<file path="src/rtl/pc_source_reg.sv">
// Next-PC selector and program-counter register: picks one of N_SRC sources or the
// exception vector, qualifies the update with write enables, and holds redirects across stalls.
module pc_source_reg #(
  parameter int          DATA_W     = 32,
  parameter int          N_SRC      = 6,
  parameter int          SEL_W      = $clog2(N_SRC),
  parameter logic [31:0] RESET_PC   = 32'h0000_0000,
  parameter logic [31:0] EXC_VECTOR = 32'h0000_00FC
) (
  input  logic                    clk,
  input  logic                    reset_n,
  input  logic [N_SRC*DATA_W-1:0] src_flat,
  input  logic [SEL_W-1:0]        src_sel,
  input  logic                    pc_write,
  input  logic                    pc_write_cond,
  input  logic                    cond_zero,
  input  logic                    cond_invert,
  input  logic                    exc_req,
  input  logic                    stall,
  input  logic                    err_clr,
  output logic [DATA_W-1:0]       pc,
  output logic [DATA_W-1:0]       pc_prev,
  output logic                    pc_updated,
  output logic                    pending,
  output logic                    sel_err
);

  localparam logic [0:0] IDLE    = 1'b0;
  localparam logic [0:0] PENDING = 1'b1;
  localparam int unsigned NSRC_U = N_SRC;
  localparam logic [DATA_W-1:0] RESET_PC_W = DATA_W'(RESET_PC);
  localparam logic [DATA_W-1:0] EXC_VEC_W  = DATA_W'(EXC_VECTOR);

  logic [0:0]        state;
  logic [DATA_W-1:0] buffer;
  logic [DATA_W-1:0] src_pick;
  logic [DATA_W-1:0] target;
  logic              take;
  logic              sel_bad;
  logic              illegal;
  logic              legal_req;

  // Explicit compare-mux keeps out-of-range selects from indexing past src_flat.
  always_comb begin
    src_pick = '0;
    for (int i = 0; i < N_SRC; i++) begin
      if (src_sel == SEL_W'(i)) src_pick = src_flat[i*DATA_W +: DATA_W];
    end
  end

  assign take      = pc_write | (pc_write_cond & (cond_zero ^ cond_invert));
  assign sel_bad   = (32'(src_sel) >= NSRC_U);
  assign illegal   = take & ~exc_req & sel_bad;
  assign legal_req = exc_req | (take & ~sel_bad);
  assign target    = exc_req ? EXC_VEC_W : src_pick;

  always_ff @(posedge clk) begin
    if (!reset_n) begin
      state      <= IDLE;
      buffer     <= '0;
      pc         <= RESET_PC_W;
      pc_prev    <= '0;
      pc_updated <= 1'b0;
      pending    <= 1'b0;
      sel_err    <= 1'b0;
    end else begin
      pc_updated <= 1'b0;
      // Set has priority over clear so a fresh error is never lost.
      if (illegal)      sel_err <= 1'b1;
      else if (err_clr) sel_err <= 1'b0;

      case (state)
        IDLE: begin
          if (legal_req) begin
            if (!stall) begin
              pc         <= target;
              pc_prev    <= pc;
              pc_updated <= 1'b1;
            end else begin
              buffer  <= target;
              pending <= 1'b1;
              state   <= PENDING;
            end
          end
        end
        PENDING: begin
          if (stall) begin
            // Only an exception may replace the buffered redirect.
            if (exc_req) buffer <= EXC_VEC_W;
          end else begin
            pc         <= exc_req ? EXC_VEC_W : buffer;
            pc_prev    <= pc;
            pc_updated <= 1'b1;
            pending    <= 1'b0;
            state      <= IDLE;
          end
        end
        default: begin
          state   <= IDLE;
          pending <= 1'b0;
        end
      endcase
    end
  end

endmodule

</file>
<file path="config.mk">
export PLATFORM = sky130hd
export DESIGN_NAME = pc_source_reg
export DESIGN_NICKNAME = d
export VERILOG_FILES = /design/src/rtl/pc_source_reg.sv
export SDC_FILE = /design/constraint.sdc
export NUM_CORES = 1
export LEC_CHECK = 0
export CAP_MARGIN = 20
export CORE_UTILIZATION = 42
export CTS_BUF_LIST = sky130_fd_sc_hd__clkbuf_16
export CTS_CLUSTER_SIZE = 24
export DETAILED_ROUTE_END_ITERATION = 8
export GPL_ROUTABILITY_DRIVEN = 0
export PLACE_DENSITY = 0.87
export SLEW_MARGIN = 5
export SYNTH_ARGS = -nofsm -noshare
export SYNTH_HDL_FRONTEND = slang
export SYNTH_SLANG_ARGS = --single-unit
</file>
<file path="constraint.sdc">
create_clock -name clk -period 2.4 [get_ports clk]
set_clock_uncertainty 0.2 [all_clocks]
set_input_delay 0.48 -clock clk [delete_from_list [all_inputs] [get_ports clk]]
set_output_delay 0.48 -clock clk [all_outputs]
set_load 0.02 [all_outputs]
</file>
**Word-level counts from Yosys, hierarchy flattened**

Index checks and enable logic that the tools add are counted.
W data, S select, Z words.

- Output and inout port bits: 67
- Word-level logic and storage cells: 64
- Flip-flop bits (word level): 100
- Input bits: 204

- Bitwise operators: 10
- Order comparisons: 1
- Muxes and demuxes: 31
- Equality and inequality tests: 10
- Reductions and logical operators: 5

Operators with widths:

| operator | count |
|---|---|
| $mux W32 | 16 |
| $pmux W32 S2 | 3 |
| $ne A2 B2 Y1 const B | 5 |
| $mux W1 | 9 |
| $reduce_and A3 Y1 | 3 |
| $eq A3 B2 Y1 const B | 2 |
| $eq A3 B3 Y1 const B | 2 |
| $pmux W1 S2 | 3 |
| $and A1 B1 Y1 | 4 |
| $eq A3 B1 Y1 const B | 1 |
| $ge A3 B3 Y1 const B | 1 |
| $logic_not A3 Y1 | 1 |
| $not A1 Y1 | 3 |
| $or A1 B1 Y1 | 2 |
| $reduce_bool A2 Y1 | 1 |
| $xor A1 B1 Y1 | 1 |

**Longest topological paths before layout**

Gate-level depths: netlist (run 1).

- Word-level depth: 11
- Mapped depth: 7
- Mapped depth without buffers: 4

**Worst setup path after synthesis (run 1)**

OpenSTA, ideal clock, no wires.

- Path kind: input-to-reg
- Start: in src_sel[1]
- End: reg buffer[0]
- Stages: 6
- Path slack: 0.150 ns
- Buffers on the path: 3
- Library setup time: 0.136 ns
- Arrival time: 1.914 ns
- Data required time: 2.064 ns
- Cell sequence: clkbuf_1 > nor4bb_2 > a2111oi_2 > clkbuf_1 > clkbuf_1 > o32ai_1

- Cells in the longest elaborated chain, start to end: 11
- Elaborated cells on any way between the ends: 22
- Classes of those cells: 1 x order compare; 6 x eq/ne; 10 x mux; 3 x bitwise; 2 x reduce/logical

Ends and longest elaborated chain:

| what | RTL line | text |
|---|---|---|
| start: declaration | 13 | `input logic [SEL_W-1:0] src_sel,` |
| $logic_not A3 Y1 | 47 | `if (src_sel == SEL_W'(i)) src_pick = src_flat[i*DATA_W +: DATA_W];` |
| $mux W32 (6 in series) | 47 |  |
| $mux W32 | 55 | `assign target = exc_req ? EXC_VEC_W : src_pick;` |
| $mux W32 | 75 | `if (!stall) begin` |
| $mux W32 | 74 | `if (legal_req) begin` |
| $pmux W32 S2 | 72 | `case (state)` |
| end signal: assignment | 80 | `buffer <= target;` |
| end: declaration | 35 | `logic [DATA_W-1:0] buffer;` |

Several ways; a longest one is shown, not always the timed one. The select of a mux whose other input is x is not followed.
A chain may end at the register's enable or synchronous reset.

**Final worst setup path (run 1)**

- Start: in pc_write
- End: reg pc[22]

- Cells in the longest elaborated chain, start to end: 5

Ends and longest elaborated chain:

| what | RTL line | text |
|---|---|---|
| start: declaration | 14 | `input logic pc_write,` |
| $or A1 B1 Y1 | 51 | `assign take = pc_write \| (pc_write_cond & (cond_zero ^ cond_invert));` |
| $and A1 B1 Y1 | 54 | `assign legal_req = exc_req \| (take & ~sel_bad);` |
| $or A1 B1 Y1 | 54 |  |
| $ne A2 B2 Y1 (no source line) | - |  |
| $reduce_and A3 Y1 (no source line) | - |  |
| end signal: assignment | 76 | `pc <= target;` |
| end signal: assignment | 91 | `pc <= exc_req ? EXC_VEC_W : buffer;` |
| end: declaration | 21 | `output logic [DATA_W-1:0] pc,` |

No other way between the ends.

==> results of run 1 <==
worst max-delay path: cells and delay by family:
family	cells	cell delay [ns]
buffers and inverters	3	0.89
AND/OR/NAND/NOR	2	0.20
AO/OA/AOI/OAI	2	0.73
state kept, by name, indices dropped and copies added, names as in the netlist:
name,cells
pc_updated,1
state,1
pending,1
pc_prev,32
sel_err,1
pc,32
buffer,32
report_power, final:
group / switching (W) / internal [W]
logic: 0.000595 / 0.000679
clock network: 0.000603 / 0.000690
registers: 0.0000605 / 0.00174
cell type report:
| cell class | instances | area [µm²] | share of cell area |
|---|---|---|---|
| well taps | 176 | 220.2 | 0.02402 |
| flip-flops and latches | 100 | 2003 | 0.2185 |
| multi-input cells | 501 | 3353 | 0.3657 |
| clock inverters | 6 | 32.53 | 0.003548 |
| clock buffers | 9 | 225.2 | 0.02456 |
| repair buffers | 313 | 3181 | 0.3469 |
| inverters | 41 | 153.9 | 0.01678 |
kinds of logic (layout without fill, tap and decap cells):
group	after synthesis	in the layout	synth area share
AND/OR/NAND/NOR	186	186	0.1650
XOR/XNOR	1	1	0.001516
buffers and inverters	116	369	0.07904
multiplexers	38	38	0.06583
flip-flops	100	100	0.3465
AO/OA/AOI/OAI	276	276	0.3421
metrics by stage:
stage | hold WS (ns) | cell area, µm² | power (W)
floorplan | 0.2487 | 5778 | 0.002402
detailed placement | 0.2575 | 8894 | 0.003091
CTS | 0.2664 | 9151 | 0.004364
global placement | 0.2483 | 8894 | 0.003068
finish | 0.2614 | 9169 | 0.004365
global route | 0.2869 | 9169 | 0.004563
metal layers:
layer | up-vias | wire, µm
met5 | - | 0
met4 | 0 | 476
met3 | 47 | 1649
met2 | 375 | 10050
met1 | 3049 | 8676
li1 | 3154 | -
timing repair:
| action | 4_1_cts | 5_1_grt |
|---|---|---|
| hold buffers | 0 | 0 |
| endpoints found under the setup margin | 0 | 71 |
| resized for setup | 0 | 4 |
cells in the mapped netlist:
| master | count | share of area |
|---|---|---|
| sky130_fd_sc_hd__a221o_1 | 52 | 0.090 |
| sky130_fd_sc_hd__xnor2_1 | 1 | 0.0015 |
| sky130_fd_sc_hd__a21oi_1 | 51 | 0.044 |
| sky130_fd_sc_hd__a2111oi_4 | 1 | 0.0048 |
| sky130_fd_sc_hd__o21ai_0 | 65 | 0.056 |
| sky130_fd_sc_hd__o32ai_1 | 26 | 0.039 |
| sky130_fd_sc_hd__buf_1 | 5 | 0.0032 |
| sky130_fd_sc_hd__o31ai_1 | 26 | 0.034 |
| sky130_fd_sc_hd__buf_2 | 14 | 0.012 |
| sky130_fd_sc_hd__buf_4 | 1 | 0.0013 |
| sky130_fd_sc_hd__nor3_1 | 2 | 0.0017 |
| sky130_fd_sc_hd__a22o_1 | 1 | 0.0015 |
| sky130_fd_sc_hd__and3b_1 | 1 | 0.0015 |
| sky130_fd_sc_hd__nand2b_1 | 26 | 0.028 |
| sky130_fd_sc_hd__nand2_1 | 92 | 0.060 |
| sky130_fd_sc_hd__a31oi_1 | 6 | 0.0065 |
| sky130_fd_sc_hd__o41ai_1 | 6 | 0.0091 |
| sky130_fd_sc_hd__and2_1 | 1 | 0.0011 |
| sky130_fd_sc_hd__nand2_2 | 1 | 0.0011 |
| sky130_fd_sc_hd__a211oi_1 | 6 | 0.0078 |
| sky130_fd_sc_hd__nand3b_1 | 26 | 0.034 |
| sky130_fd_sc_hd__a2111oi_2 | 1 | 0.0026 |
| sky130_fd_sc_hd__o211ai_1 | 1 | 0.0013 |
| sky130_fd_sc_hd__clkbuf_1 | 55 | 0.036 |
| sky130_fd_sc_hd__dfxtp_1 | 100 | 0.35 |
| sky130_fd_sc_hd__a21boi_0 | 32 | 0.042 |
| sky130_fd_sc_hd__inv_1 | 40 | 0.026 |
| sky130_fd_sc_hd__nand3_1 | 27 | 0.023 |
| sky130_fd_sc_hd__nor4_2 | 1 | 0.0022 |
| sky130_fd_sc_hd__a2111o_1 | 1 | 0.0019 |
| sky130_fd_sc_hd__nor3b_1 | 6 | 0.0078 |
| sky130_fd_sc_hd__mux2i_1 | 38 | 0.066 |
| sky130_fd_sc_hd__o21bai_1 | 1 | 0.0013 |
| sky130_fd_sc_hd__nor2_1 | 1 | 0.00065 |
| sky130_fd_sc_hd__nor2b_1 | 1 | 0.0011 |
| sky130_fd_sc_hd__inv_2 | 1 | 0.00065 |
| sky130_fd_sc_hd__nor4bb_2 | 1 | 0.0028 |
how the worst min path moves through the flow:
stage	to	depth (start not counted)	from	slack, ns
floorplan	buffer[0]	2	buffer[0]	0.25
global placement	pc_prev[8]	2	pc_prev[8]	0.25
detailed placement	pc_prev[21]	2	pc_prev[21]	0.26
CTS	pc_prev[21]	2	pc_prev[21]	0.27
global route	pc_prev[21]	2	pc_prev[21]	0.29
finish	pc_prev[8]	2	pc_prev[8]	0.26
cell usage in the layout (no fill, tap or decap), types with 2 or more instances in the layout:
| cell type | netlist | final |
|---|---|---|
| sky130_fd_sc_hd__nor3b_1 | 6 | 6 |
| sky130_fd_sc_hd__nand3b_1 | 26 | 26 |
| sky130_fd_sc_hd__a21oi_1 | 51 | 51 |
| sky130_fd_sc_hd__buf_4 | 1 | 31 |
| sky130_fd_sc_hd__dlymetal6s2s_1 | 0 | 2 |
| sky130_fd_sc_hd__a2111oi_4 | 1 | 2 |
| sky130_fd_sc_hd__buf_2 | 14 | 2 |
| sky130_fd_sc_hd__buf_12 | 0 | 13 |
| sky130_fd_sc_hd__clkinv_2 | 0 | 4 |
| sky130_fd_sc_hd__a221o_1 | 52 | 52 |
| sky130_fd_sc_hd__nor3_2 | 0 | 2 |
| sky130_fd_sc_hd__nand2_1 | 92 | 92 |
| sky130_fd_sc_hd__clkdlybuf4s50_1 | 0 | 265 |
| sky130_fd_sc_hd__a211oi_1 | 6 | 6 |
| sky130_fd_sc_hd__o32ai_1 | 26 | 25 |
| sky130_fd_sc_hd__inv_1 | 40 | 41 |
| sky130_fd_sc_hd__a21boi_0 | 32 | 32 |
| sky130_fd_sc_hd__nand3_1 | 27 | 27 |
| sky130_fd_sc_hd__a31oi_1 | 6 | 6 |
| sky130_fd_sc_hd__dfxtp_1 | 100 | 99 |
| sky130_fd_sc_hd__mux2i_1 | 38 | 38 |
| sky130_fd_sc_hd__clkbuf_16 | 0 | 9 |
| sky130_fd_sc_hd__o21ai_0 | 65 | 65 |
| sky130_fd_sc_hd__o41ai_1 | 6 | 6 |
| sky130_fd_sc_hd__o31ai_1 | 26 | 26 |
| sky130_fd_sc_hd__nand2b_1 | 26 | 26 |
==> flow_summary.toml, run 1 <==
[outcome]
status = "finished, final reports clean"

[floorplan]
core_region_area_um2 = 13350
floorplan.die_area_um2 = 14230
num_io_pins = 271
num_rows = 42
initial_utilization = 0.4329
die_width_um = 119.3
die_height_um = 119.3

[critical_path]
r2r-start = "state"
cp-start-kind = "input pin"
timing.critical_path.cells = "clkdlybuf4s50_1, nor4_2, buf_4, a2111oi_4, nand2_2, buf_12, o31ai_1"
worst_path_max_stage_delay_ns = 0.54
worst-endpoint-required_ns = 2.43
reg2reg_setup_slack_ns = 0.41
timing.reg2reg.worst_path_depth = 6
crit_path_top_delay_cell = "sky130_fd_sc_hd__clkdlybuf4s50_1"
critical_register_to_register_path_endpoint = "pc[22]"
crit_end = "pc[22]"
timing_worst_setup_path_type = "in2reg"
path_max_fanout = 26
startpoint = "pc_write"
cp_data_arrival_time_ns = 2.30
cp-end-kind = "flop"

[global_routing]
grt_start_max_net_pins = 74
grt_pass1_vias = 6215
wire_length_of_the_first_global_routing_pass_um = 32360
gr-usage-met3 = 0.04933
grt_antenna_before_repair = 0
grt_overflow_total = 0
globalRouteTotalUtil = 0.2883
grt.met1_usage = 0.3769
globalRoute.busiestLayer = "met2"
use_met2 = 0.4793

[flow_run]
maxCapViolations = 0

[timing]
fin_crit_sh = 0.9474
timing.final.hold_violations = 0
final_period_minus_worst_setup_slack_ns = 2.274
max_freq_ghz = 0.4398
finalMaxSlewViolations = 0
setup_repair_after_global_routing_missed_its_margin = "no"
timing_worst_slew_pin_value_ns = 0.6710
setup_viol = 0
fin_setup_tns_ns = 0
timing.final.ws_setup_ns = 0.1263
relSlewSlack = 0.5527

[clock_network]
cts.reportedPaths.clkPinSlew_ns = 0.06
clock_tree.buffer_depth = 2
worstSkewPairLatency_ns = 0.33
tritoncts = "built"
root_buffer = "sky130_fd_sc_hd__clkbuf_16"
clock_tree.htree_level_count = 3
post-cts-setup-buffer-count = 0
cts_buffers = 9
cts_sinks = 100

[placement]
place.port_buffers = 270
place_ws_ns = -0.3280
place.detailed.instances = 1131
place_hpwl_um = 16060

[logic_synthesis]
synth_warnings = 0
synth.ff_latch_count = 100
synth_nets = 921
syn-instance-count = 717
synth_sequential_area_ratio = 0.3465
ys_types = 37
synth_area_um2 = 5778
post_synth.cell_area_avg_um2 = 8.059

[power_and_ir_drop]
vdd.ir_drop.worst_uv = 408.8
pwr_density_cell_nw_per_um2 = 476.1
total_leakage_power_nw = 3.310

[routing]
drc = 0
number_of_nets_still_failing_antenna_checks_after_routing = 0
wirelength_um = 20850
drtIter0Drc = 665
dr_vias_cell = 5.781
routed-via-count = 6625
routed_wire_length_per_instance_um = 18.19
firstDrtPassIters = 6

[hold_path]
timing.hold.worst.class = "reg2reg"

[layout]
fin_util = 0.6869
insertedDiodeCount = 0
layout-area-overhead-vs-synth_pct = 58.68
finalNetCount = 1170
drive_gt1_frac = 0.07423
final.fill_count = 1050
instances_no_fill = 1146
Power figures use the tool's default switching activity.
==> run 2: changes to the inputs <==
--- a/config.mk
+++ b/config.mk
@@ -12,6 +12,8 @@
 export DETAILED_ROUTE_END_ITERATION = 8
 export GPL_ROUTABILITY_DRIVEN = 0
 export PLACE_DENSITY = 0.87
+export RECOVER_POWER = 50
+export SETUP_SLACK_MARGIN = 0.5
 export SLEW_MARGIN = 5
 export SYNTH_ARGS = -nofsm -noshare
 export SYNTH_HDL_FRONTEND = slang
==> run 2 against run 1 <==
Combinational power grew 39%. Sequential power barely moved. Utilization grew 11 points. Register-to-register slack worse by 0.25 ns. Die area is the same. Highest routed layer unchanged. Largest power group unchanged. Maximum frequency grew 1.6%. First-iteration DRC count is 62% higher.
==> flow_summary.toml, run 2 (synthesized netlist as in run 1, its figures left out) <==
[critical_path]
timing.reg2reg.worst_path_depth = 8
worst-endpoint-required_ns = 2.48
reg2reg_setup_slack_ns = 0.16
critical_register_to_register_path_endpoint = "pc_prev[6]"
timing_worst_setup_path_type = "reg2reg"
r2r-start = "state"
cp_data_arrival_time_ns = 2.32
path_max_fanout = 8
cp-start-kind = "flop"
cp-end-kind = "flop"

[clock_network]
clock_tree.htree_level_count = 3
cts_sinks = 100
cts_buffers = 9
clock_tree.buffer_depth = 2
tritoncts = "built"
root_buffer = "sky130_fd_sc_hd__clkbuf_16"
cts.reportedPaths.clkPinSlew_ns = 0.07
worstSkewPairLatency_ns = 0.36

[timing]
finalMaxSlewViolations = 0
final_period_minus_worst_setup_slack_ns = 2.237
max_freq_ghz = 0.4470
setup_viol = 0
timing.hold.ws_ns = 0.2525
timing_worst_slew_pin_value_ns = 0.7682
setup_repair_after_global_routing_missed_its_margin = "yes"
timing.final.hold_violations = 0
relSlewSlack = 0.4862
fin_crit_sh = 0.9322

[routing]
routed-via-count = 7823
drtIter0Drc = 1080
dr_vias_cell = 6.591
routed_wire_length_per_instance_um = 24.73
wirelength_um = 29360
firstDrtPassIters = 8
drc = 0
number_of_nets_still_failing_antenna_checks_after_routing = 0

[layout]
layout_top_registers = "buffer x32, pc x32, pc_prev x32"
fin_util = 0.8018
layout.cells.most_common = "sky130_fd_sc_hd__clkdlybuf4s50_1"
layout_common_cells = "sky130_fd_sc_hd__clkdlybuf4s50_1 (193), sky130_fd_sc_hd__dfxtp_1 (99), sky130_fd_sc_hd__nand2_1 (77)"
drive_gt1_frac = 0.2305
insertedDiodeCount = 0
layout-area-overhead-vs-synth_pct = 85.23
design_area_um2 = 10700
finalNetCount = 1210

[hold_path]
worstHoldEndpoint = "pc_prev[31]"
timing.hold.worst.class = "reg2reg"
hp-start = "pc_prev[31]"
hold_depth = 2

[floorplan]
core_region_area_um2 = 13350
die_width_um = 119.3
floorplan.die_area_um2 = 14230
num_io_pins = 271
num_rows = 42
initial_utilization = 0.4329
die_height_um = 119.3

[placement]
placement.cell_area_um2 = 8894
place_hpwl_um = 15440
place.port_buffers = 270

[global_routing]
grt_pass1_vias = 6879
grt_start_max_net_pins = 70
wire_length_of_the_first_global_routing_pass_um = 36700
grt_overflow_total = 0
globalRouteTotalUtil = 0.3302
grt_antenna_before_repair = 0

[power_and_ir_drop]
vdd.ir_drop.worst_uv = 428.0
total_leakage_power_nw = 4.178
pwr_density_cell_nw_per_um2 = 477.6

[outcome]
status = "finished, final reports clean"

[flow_run]
maxCapViolations = 0
run 2: cell count changes in the layout (fill, tap and decap cells not counted), moves of 16 or more:
cell,change
sky130_fd_sc_hd__o32ai_2,+16
sky130_fd_sc_hd__dlygate4sd2_1,+68
sky130_fd_sc_hd__a21oi_1,-29
sky130_fd_sc_hd__o32ai_1,-25
sky130_fd_sc_hd__o31ai_1,-22
sky130_fd_sc_hd__buf_6,+17
sky130_fd_sc_hd__clkdlybuf4s50_1,-72
sky130_fd_sc_hd__a21oi_2,+29
sky130_fd_sc_hd__a21boi_0,-32
sky130_fd_sc_hd__a21boi_1,+28
run 2: worst max-delay path by stage:
| stage | from | slack (ns) | cells after the start | to |
|---|---|---|---|---|
| 5_1_grt | state | 0.1 | 8 | pc_prev[6] |
| 4_1_cts | state | 0.37 | 8 | buffer[10] |
| 6_report | state | 0.16 | 8 | pc_prev[6] |
| 3_3_place_gp | src_sel[2] | -0.26 | 5 | buffer[1] |
| 2_1_floorplan | exc_req | 0.42 | 6 | pc[10] |
| 3_5_place_dp | src_sel[2] | -0.31 | 5 | buffer[23] |
run 2: stage by stage:
stage	setup WS, ns	TNS [ns]	std cells	power, W
final	0.1627	0	1187	0.005112
after CTS	0.3735	0	1163	0.004629
after global routing	0.09750	0	1187	0.005213
after detailed placement	-0.3136	-16.93	1120	0.003090
after global placement	-0.2633	-13.95	1120	0.003072
after floorplan	0.4219	0	717	0.002461
run 2: routing by layer:
metal | track usage | share of wire
met1 | 0.4236 | 0.35
met2 | 0.5407 | 0.47
met3 | 0.05268 | 0.11
met4 | 0.1555 | 0.074
met5 | 0 | 0
run 2: cell type report:
type,count,area (µm²)
clock inverter,7,67.56
tap,176,220.2
multi-input combinational,502,4267
inverter,41,153.9
timing repair buffer,352,3764
clock buffer,9,225.2
fill,807,2645
sequential,100,2006
run 2: worst max-delay path, cell delays in order, from the launching register on:
cell	delay [ns]
sky130_fd_sc_hd__dfxtp_4	0.40
sky130_fd_sc_hd__nor4bb_4	0.07
sky130_fd_sc_hd__buf_4	0.15
sky130_fd_sc_hd__buf_6	0.12
sky130_fd_sc_hd__a2111oi_4	0.39
sky130_fd_sc_hd__buf_6	0.25
sky130_fd_sc_hd__clkbuf_2	0.31
sky130_fd_sc_hd__nand2_2	0.11
sky130_fd_sc_hd__a21boi_1	0.17
run 2: repair_timing:
item	4_1_cts	5_1_grt
setup endpoints to repair	165	97
gates cloned	8	15
pin swaps	18	75
setup buffers	19	9
hold buffers	0	0
gates resized for setup	137	168
run 2: report_power, final:
part | internal [W] | switching, W | total [W] | leakage (nW)
sequential | 0.00174 | 0.0000825 | 0.00182 | 0.814
combinational | 0.000871 | 0.000893 | 0.00176 | 3.22
clock | 0.000809 | 0.000720 | 0.00153 | 0.149
==> run 3: changes to the inputs <==
--- a/config.mk
+++ b/config.mk
@@ -6,12 +6,12 @@
 export NUM_CORES = 1
 export LEC_CHECK = 0
 export CAP_MARGIN = 20
-export CORE_UTILIZATION = 42
+export CORE_UTILIZATION = 40
 export CTS_BUF_LIST = sky130_fd_sc_hd__clkbuf_16
 export CTS_CLUSTER_SIZE = 24
 export DETAILED_ROUTE_END_ITERATION = 8
 export GPL_ROUTABILITY_DRIVEN = 0
-export PLACE_DENSITY = 0.87
+export PLACE_DENSITY = 0.83
 export RECOVER_POWER = 50
 export SETUP_SLACK_MARGIN = 0.5
 export SLEW_MARGIN = 5
==> run 3 against run 2 <==
Utilization down 4.5 points. Highest routed layer unchanged. Clock power decreased by 4%. Critical path depth did not move. Setup slack better by 0.017 ns. Largest power group unchanged. Register-to-register slack better by 0.02 ns. Sequential power is essentially flat. Power fell by 3.2%. Wire length is 9.3% lower. Maximum frequency up 0.75%. Combinational power down 6%. Critical path type unchanged. Critical endpoint is now pc[29].
==> flow_summary.toml, run 3 (synthesized netlist as in run 1, its figures left out) <==
[global_routing]
grt_overflow_total = 0
wire_length_of_the_first_global_routing_pass_um = 35110
use_met2 = 0.4940
grt_pass1_vias = 6485
grt_start_max_net_pins = 54
gr-usage-met3 = 0.07022
globalRouteTotalUtil = 0.3066
grt.met1_usage = 0.4010
globalRoute.busiestLayer = "met2"
grt_antenna_before_repair = 0

[critical_path]
critical_path_depth = 8
cp-end-kind = "flop"
reg2reg_setup_slack_ns = 0.18
worst_path_max_stage_delay_ns = 0.40
startpoint = "state"
cp-start-kind = "flop"
worst_path_dominant_cell_family = "buffers and inverters"
worst-endpoint-required_ns = 2.43
timing.critical_path.cells = "buf_6, nor4bb_4, clkbuf_1, a2111oi_4, buf_4, nand2_8, clkbuf_2, o31ai_1"
timing.reg2reg.worst_path_depth = 8
critical_register_to_register_path_endpoint = "pc[29]"
crit_end = "pc[29]"
path_max_fanout = 7
crit_path_top_delay_cell = "sky130_fd_sc_hd__nor4bb_4"
timing_worst_setup_path_type = "reg2reg"
r2r-start = "state"
timing.critical_path.buf_inv = 4
cp_data_arrival_time_ns = 2.25

[timing]
relSlewSlack = 0.5005
final_period_minus_worst_setup_slack_ns = 2.221
timing_worst_slew_pin_value_ns = 0.7469
timing.hold.ws_ns = 0.2541
timing.final.ws_setup_ns = 0.1793
setup_viol = 0
finalMaxSlewViolations = 0
timing.final.hold_violations = 0
max_freq_ghz = 0.4503
setup_repair_after_global_routing_missed_its_margin = "yes"
fin_crit_sh = 0.9253

[floorplan]
num_io_pins = 271
initial_utilization = 0.4131
core_region_area_um2 = 13990
die_height_um = 122.2
die_width_um = 122.2
num_rows = 43
floorplan.die_area_um2 = 14930

[power_and_ir_drop]
pwr_density_cell_nw_per_um2 = 467.6
power.switching_w = 0.001572
p_comb_frac = 0.336
total_leakage_power_nw = 4.116
power.switching_fraction = 0.3176
vdd.ir_drop.worst_uv = 335.3
share_clk_of_total_power = 0.298
overall_power_of_the_completed_layout_w = 0.004949
power.share.sequential = 0.366
cell_internal_pwr_w = 0.003377

[clock_network]
cts_sinks = 100
cts.hold.buffers_added = 0
clock_tree.htree_level_count = 3
cts_buffers = 9
tritoncts = "built"
cts.reportedPaths.clkPinSlew_ns = 0.07
worstSkewPairLatency_ns = 0.35
clock_tree.buffer_depth = 2
root_buffer = "sky130_fd_sc_hd__clkbuf_16"

[layout]
layout_top_registers = "buffer x32, pc x32, pc_prev x32"
drive_gt1_frac = 0.2465
final.fill_count = 922
layout_common_cells = "sky130_fd_sc_hd__clkdlybuf4s50_1 (193), sky130_fd_sc_hd__dfxtp_1 (99), sky130_fd_sc_hd__dlygate4sd2_1 (68)"
instances_no_fill = 1186
seqCellArea_um2 = 2006
insertedDiodeCount = 0
finalNetCount = 1205
layout.cells.most_common = "sky130_fd_sc_hd__clkdlybuf4s50_1"
multi_input_area_um2 = 4294
layout-area-overhead-vs-synth_pct = 83.17

[placement]
place.port_buffers = 270
place.detailed.instances = 1129
place_ws_ns = -0.3195
place_hpwl_um = 15760

[routing]
firstDrtPassIters = 6
dr_vias_cell = 6.241
number_of_nets_still_failing_antenna_checks_after_routing = 0
routed_wire_length_per_instance_um = 22.46
drtIter0Drc = 884
routed-via-count = 7402
wirelength_um = 26630
drc = 0

[flow_run]
maxCapViolations = 0

[hold_path]
timing.hold.worst.class = "reg2reg"

[outcome]
status = "finished, final reports clean"
[run 3: cell types whose count changed in the layout (fill, tap and decap cells not counted), sizes merged]
| cell | change |
|---|---|
| clkinvlp | -1 |
| inv | -2 |
| clkinv | +3 |
| buf | -7 |
| clkdlybuf4s15 | +1 |
| clkbuf | +1 |
[run 3: worst min-delay path by stage]
stage,start,end,depth (start not counted)
floorplan,buffer[1],buffer[1],2
finish,pc_prev[11],pc_prev[11],2
detailed placement,pc_prev[8],pc_prev[8],2
global route,pc_prev[31],pc_prev[31],2
global placement,pc_prev[16],pc_prev[16],2
CTS,pc_prev[8],pc_prev[8],2
[run 3: per-stage QoR]
step	utilization	area [µm²]	setup TNS (ns)
floorplan	-	6030	0
global placement	0.6388	8936	-18.39
detailed placement	0.6388	8936	-22.15
CTS	0.7011	9807	0
global route	0.7566	10580	0
finish	0.7566	10580	0
[run 3: layout make-up]
class	instances	area share
multi-input cells	502	0.4057
repair buffers	347	0.3416
flip-flops and latches	100	0.1895
clock buffers	9	0.02128
well taps	180	0.02128
inverters	41	0.01454
clock inverters	7	0.006029
[run 3: metal layers]
layer | part of all wire | wire length [µm]
met1 | 0.38 | 10150
met2 | 0.47 | 12630
met3 | 0.10 | 2753
met4 | 0.041 | 1094
met5 | 0 | 0
[run 3: worst register-to-register path: cells and delay by family, from the launching register on]
family / cells / cell delay (ns)
flip-flops: 1 / 0.37
buffers and inverters: 4 / 0.84
AO/OA/AOI/OAI: 2 / 0.18
AND/OR/NAND/NOR: 2 / 0.49
[run 3: power by group through the flow]
stage / combinational (W) / sequential [W] / clock, W
final: 0.00166 / 0.00181 / 0.00147
after global routing: 0.00174 / 0.00182 / 0.00153
after CTS: 0.00144 / 0.00179 / 0.00145
after detailed placement: 0.00127 / 0.00183 / 0
after global placement: 0.00126 / 0.00183 / 0
after floorplan: 0.000591 / 0.00187 / 0
[run 3: repair_timing]
item / in CTS / in global routing
pin swaps: 42 / 58
endpoints found under the hold margin: 0 / 0
setup endpoints to repair: 165 / 98
buffers inserted: 18 / 7
gates resized for setup: 172 / 147
cloned: 9 / 7
==> RTL change, RTL diff (settings of run 1) <==
Put one more register stage on the output `sel_err`, cleared by the reset. The value now appears one clock later. The other outputs are not delayed to match.
--- a/src/rtl/pc_source_reg.sv
+++ b/src/rtl/pc_source_reg.sv
@@ -33,2 +33,4 @@
 
+  logic sel_err_s0;
+
   logic [0:0]        state;
@@ -64,3 +66,3 @@
       pending    <= 1'b0;
-      sel_err    <= 1'b0;
+      sel_err_s0 <= 1'b0;
     end else begin
@@ -68,4 +70,4 @@
       // Set has priority over clear so a fresh error is never lost.
-      if (illegal)      sel_err <= 1'b1;
-      else if (err_clr) sel_err <= 1'b0;
+      if (illegal)      sel_err_s0 <= 1'b1;
+      else if (err_clr) sel_err_s0 <= 1'b0;
 
@@ -105,2 +107,10 @@
 
+  always_ff @(posedge clk) begin
+    if (!reset_n) begin
+      sel_err <= '0;
+    end else begin
+      sel_err <= sel_err_s0;
+    end
+  end
+
 endmodule
Behaviour: not the same (a bounded check fails within 4 cycles, from zero or initial values and one cycle with reset_n low).
==> RTL change against run 1 <==
Synthesized area is 0.50% higher. Design area is 0.33% lower. Maximum frequency is 1.6% lower. Utilization is 0.22 points lower. Global-route usage is 0.71 points lower. Critical endpoint is now buffer[0]. Total power is 3.7% higher. Sequential cell count is 1 higher. Largest cell class unchanged. Routed wire length is 1.3% lower. Sequential share of layout area is 0.29 points higher. Setup slack worse by 0.038 ns.
==> RTL change: results (changes against run 1) <==
* Ant. Diodes at 0 (unchanged)
* Crit path max fanout at 27 (was 26)
* Syn nets at 923 (was 921)
* Proportion of synthesized area in mux cells at 6.55% (was 6.58%)
* Final wirelength at 20.6 mm (was 20.9 mm)
* Measured slew at the worst slew-check pin at 0.635 ns (was 0.671 ns)
* DRT iter0 DRCs at 739 (was 665)
* Largest net degree at the start of global routing at 77 (was 74)
* Synth Area in XOR/XNOR at 0.151% (was 0.152%)
* Vias per cell at 5.73 (was 5.78)
* Post-synth cell types at 38 (was 37)
* DP HPWL at 15.5 mm (was 16.1 mm)
* H-tree depth at 3 (unchanged)
* TritonRoute pass-1 iters at 6 (unchanged)
* Most frequent cells after synthesis: 101 x dfxtp_1, 92 x nand2_1, 65 x o21ai_0 (was 100 x dfxtp_1, 92 x nand2_1, 65 x o21ai_0)
* Gr usage total at 28.1% (was 28.8%)
* Vias in the first global route at 6033 (was 6215)
* Regs by FF count: buffer: 32 flops, pc: 32 flops, pc_prev: 32 flops (unchanged)
* Async set-reset flop share out of synthesis at 0% (unchanged)
* Main combinational cell family by area after synthesis: compound AO/OA/AOI/OAI gates (unchanged)
* Worst path arrival time at 2.34 ns (was 2.30 ns)
* Filler cells at 1044 (was 1050)
* Synth Area in Compound Gates at 34.0% (was 34.2%)
* HP Class: flip-flop to flip-flop (unchanged)
* Clock Path Buffers at 2 (unchanged)
* VDD IR max at 0.387 mV (was 0.409 mV)
* Outcome: finished clean (unchanged)
* Seq/Total Area, Yosys at 34.8% (was 34.6%)
* First-pass GRT wire length at 31.9 mm (was 32.4 mm)
* Register clock-pin slew on the reported worst setup and hold paths at 0.07 ns
* Synth area leaders: dfxtp_1 35%, a221o_1 9.0%, mux2i_1 6.6%, nand2_1 5.9%, o21ai_0 5.6% (was dfxtp_1 35%, a221o_1 9.0%, mux2i_1 6.6%, nand2_1 6.0%, o21ai_0 5.6%)
* Psw at 1.30 mW (was 1.26 mW)
* Pleak at 3.26 nW (was 3.31 nW)
* # nets final at 1165 (was 1170)
* YS warnings at 0 (unchanged)
* Worst skew pair latency at around 0.34 ns
* Port-buffer cells at 270 (unchanged)
* Max-slew violation count at 0 (unchanged)
* Post-Synth Adder-Cell Area at 0% (unchanged)
* Num CTS Buffers at 9 (unchanged)
* Proportion of layout cells with a drive suffix above 1 at 6.83% (was 7.42%)
* Clk root buf: clkbuf_16 (unchanged)
* Setup Fix Bufs, Post-CTS at 0 (unchanged)
* Initial antenna violation count at 0 (unchanged)
* EDFF count, synth at 0 (unchanged)
## RTL change: metrics by stage
| step | area (µm²) | utilization, % | std cells | setup WS, ns |
|---|---|---|---|---|
| global route | 9140 | 68.5 | 1142 | -0.00558 |
| global placement | 8830 | 66.2 | 1126 | -0.154 |
| CTS | 9130 | 68.4 | 1142 | 0.0933 |
| finish | 9140 | 68.5 | 1142 | 0.0886 |
| detailed placement | 8830 | 66.2 | 1126 | -0.219 |
| floorplan | 5810 | - | 719 | 0.158 |
## RTL change: critical path: stages
cell,delay [ns]
clkdlybuf4s50_1,0.47
nor4bb_2,0.20
buf_4,0.16
a2111oi_4,0.36
nand2_1,0.15
buf_12,0.19
o32ai_1,0.32
## RTL change: kinds of logic (layout without fill, tap and decap cells)
family                    after synthesis  after routing
buffers and inverters                 116            363
muxes                                  38             38
xor gates and xnor gates                1              1
DFF                                   101            101
AOI/OAI and AO/OA                     276            276
and+or+nand+nor                       187            187
## RTL change: path summary, 6_finish.rpt
kind                     from     endpoint  slack, ns  cells past startpoint
setup / recovery   src_sel[2]    buffer[0]       0.09                      7
hold / removal    pc_prev[17]  pc_prev[17]       0.26                      2
setup reg to reg        state    buffer[0]       0.41                      5
hold reg to reg   pc_prev[17]  pc_prev[17]       0.26                      2
## RTL change: what timing repair did
action	4_1_cts	5_1_grt
setup endpoints to repair	0	4
hold buffers	0	0
gates resized for setup	0	1
## RTL change: per-layer routing
metal	wire [µm]	part of all wire (%)	global-route usage (%)
met1	8770	43	37.8
met2	9810	48	46.3
met3	1500	7.3	4.52
met4	503	2.4	8.13
met5	0	0	0
## RTL change: power groups by stage
stage | clock, mW | sequential (mW) | combinational [mW]
after global placement | 0 | 1.85 | 1.22
final | 1.47 | 1.81 | 1.25
after detailed placement | 0 | 1.85 | 1.23
after global routing | 1.54 | 1.82 | 1.33
after CTS | 1.48 | 1.81 | 1.24
after floorplan | 0 | 1.89 | 0.534
## RTL change: final cells by class
type                    count  area, µm²  area share [%]
clock buffers               9        225            2.46
clock inverters             7       71.3           0.780
inverters                  41        154            1.68
multi-input cells         502       3360            36.8
flip-flops and latches    101       2020            22.1
well taps                 176        220            2.41
repair buffers            306       3090            33.8
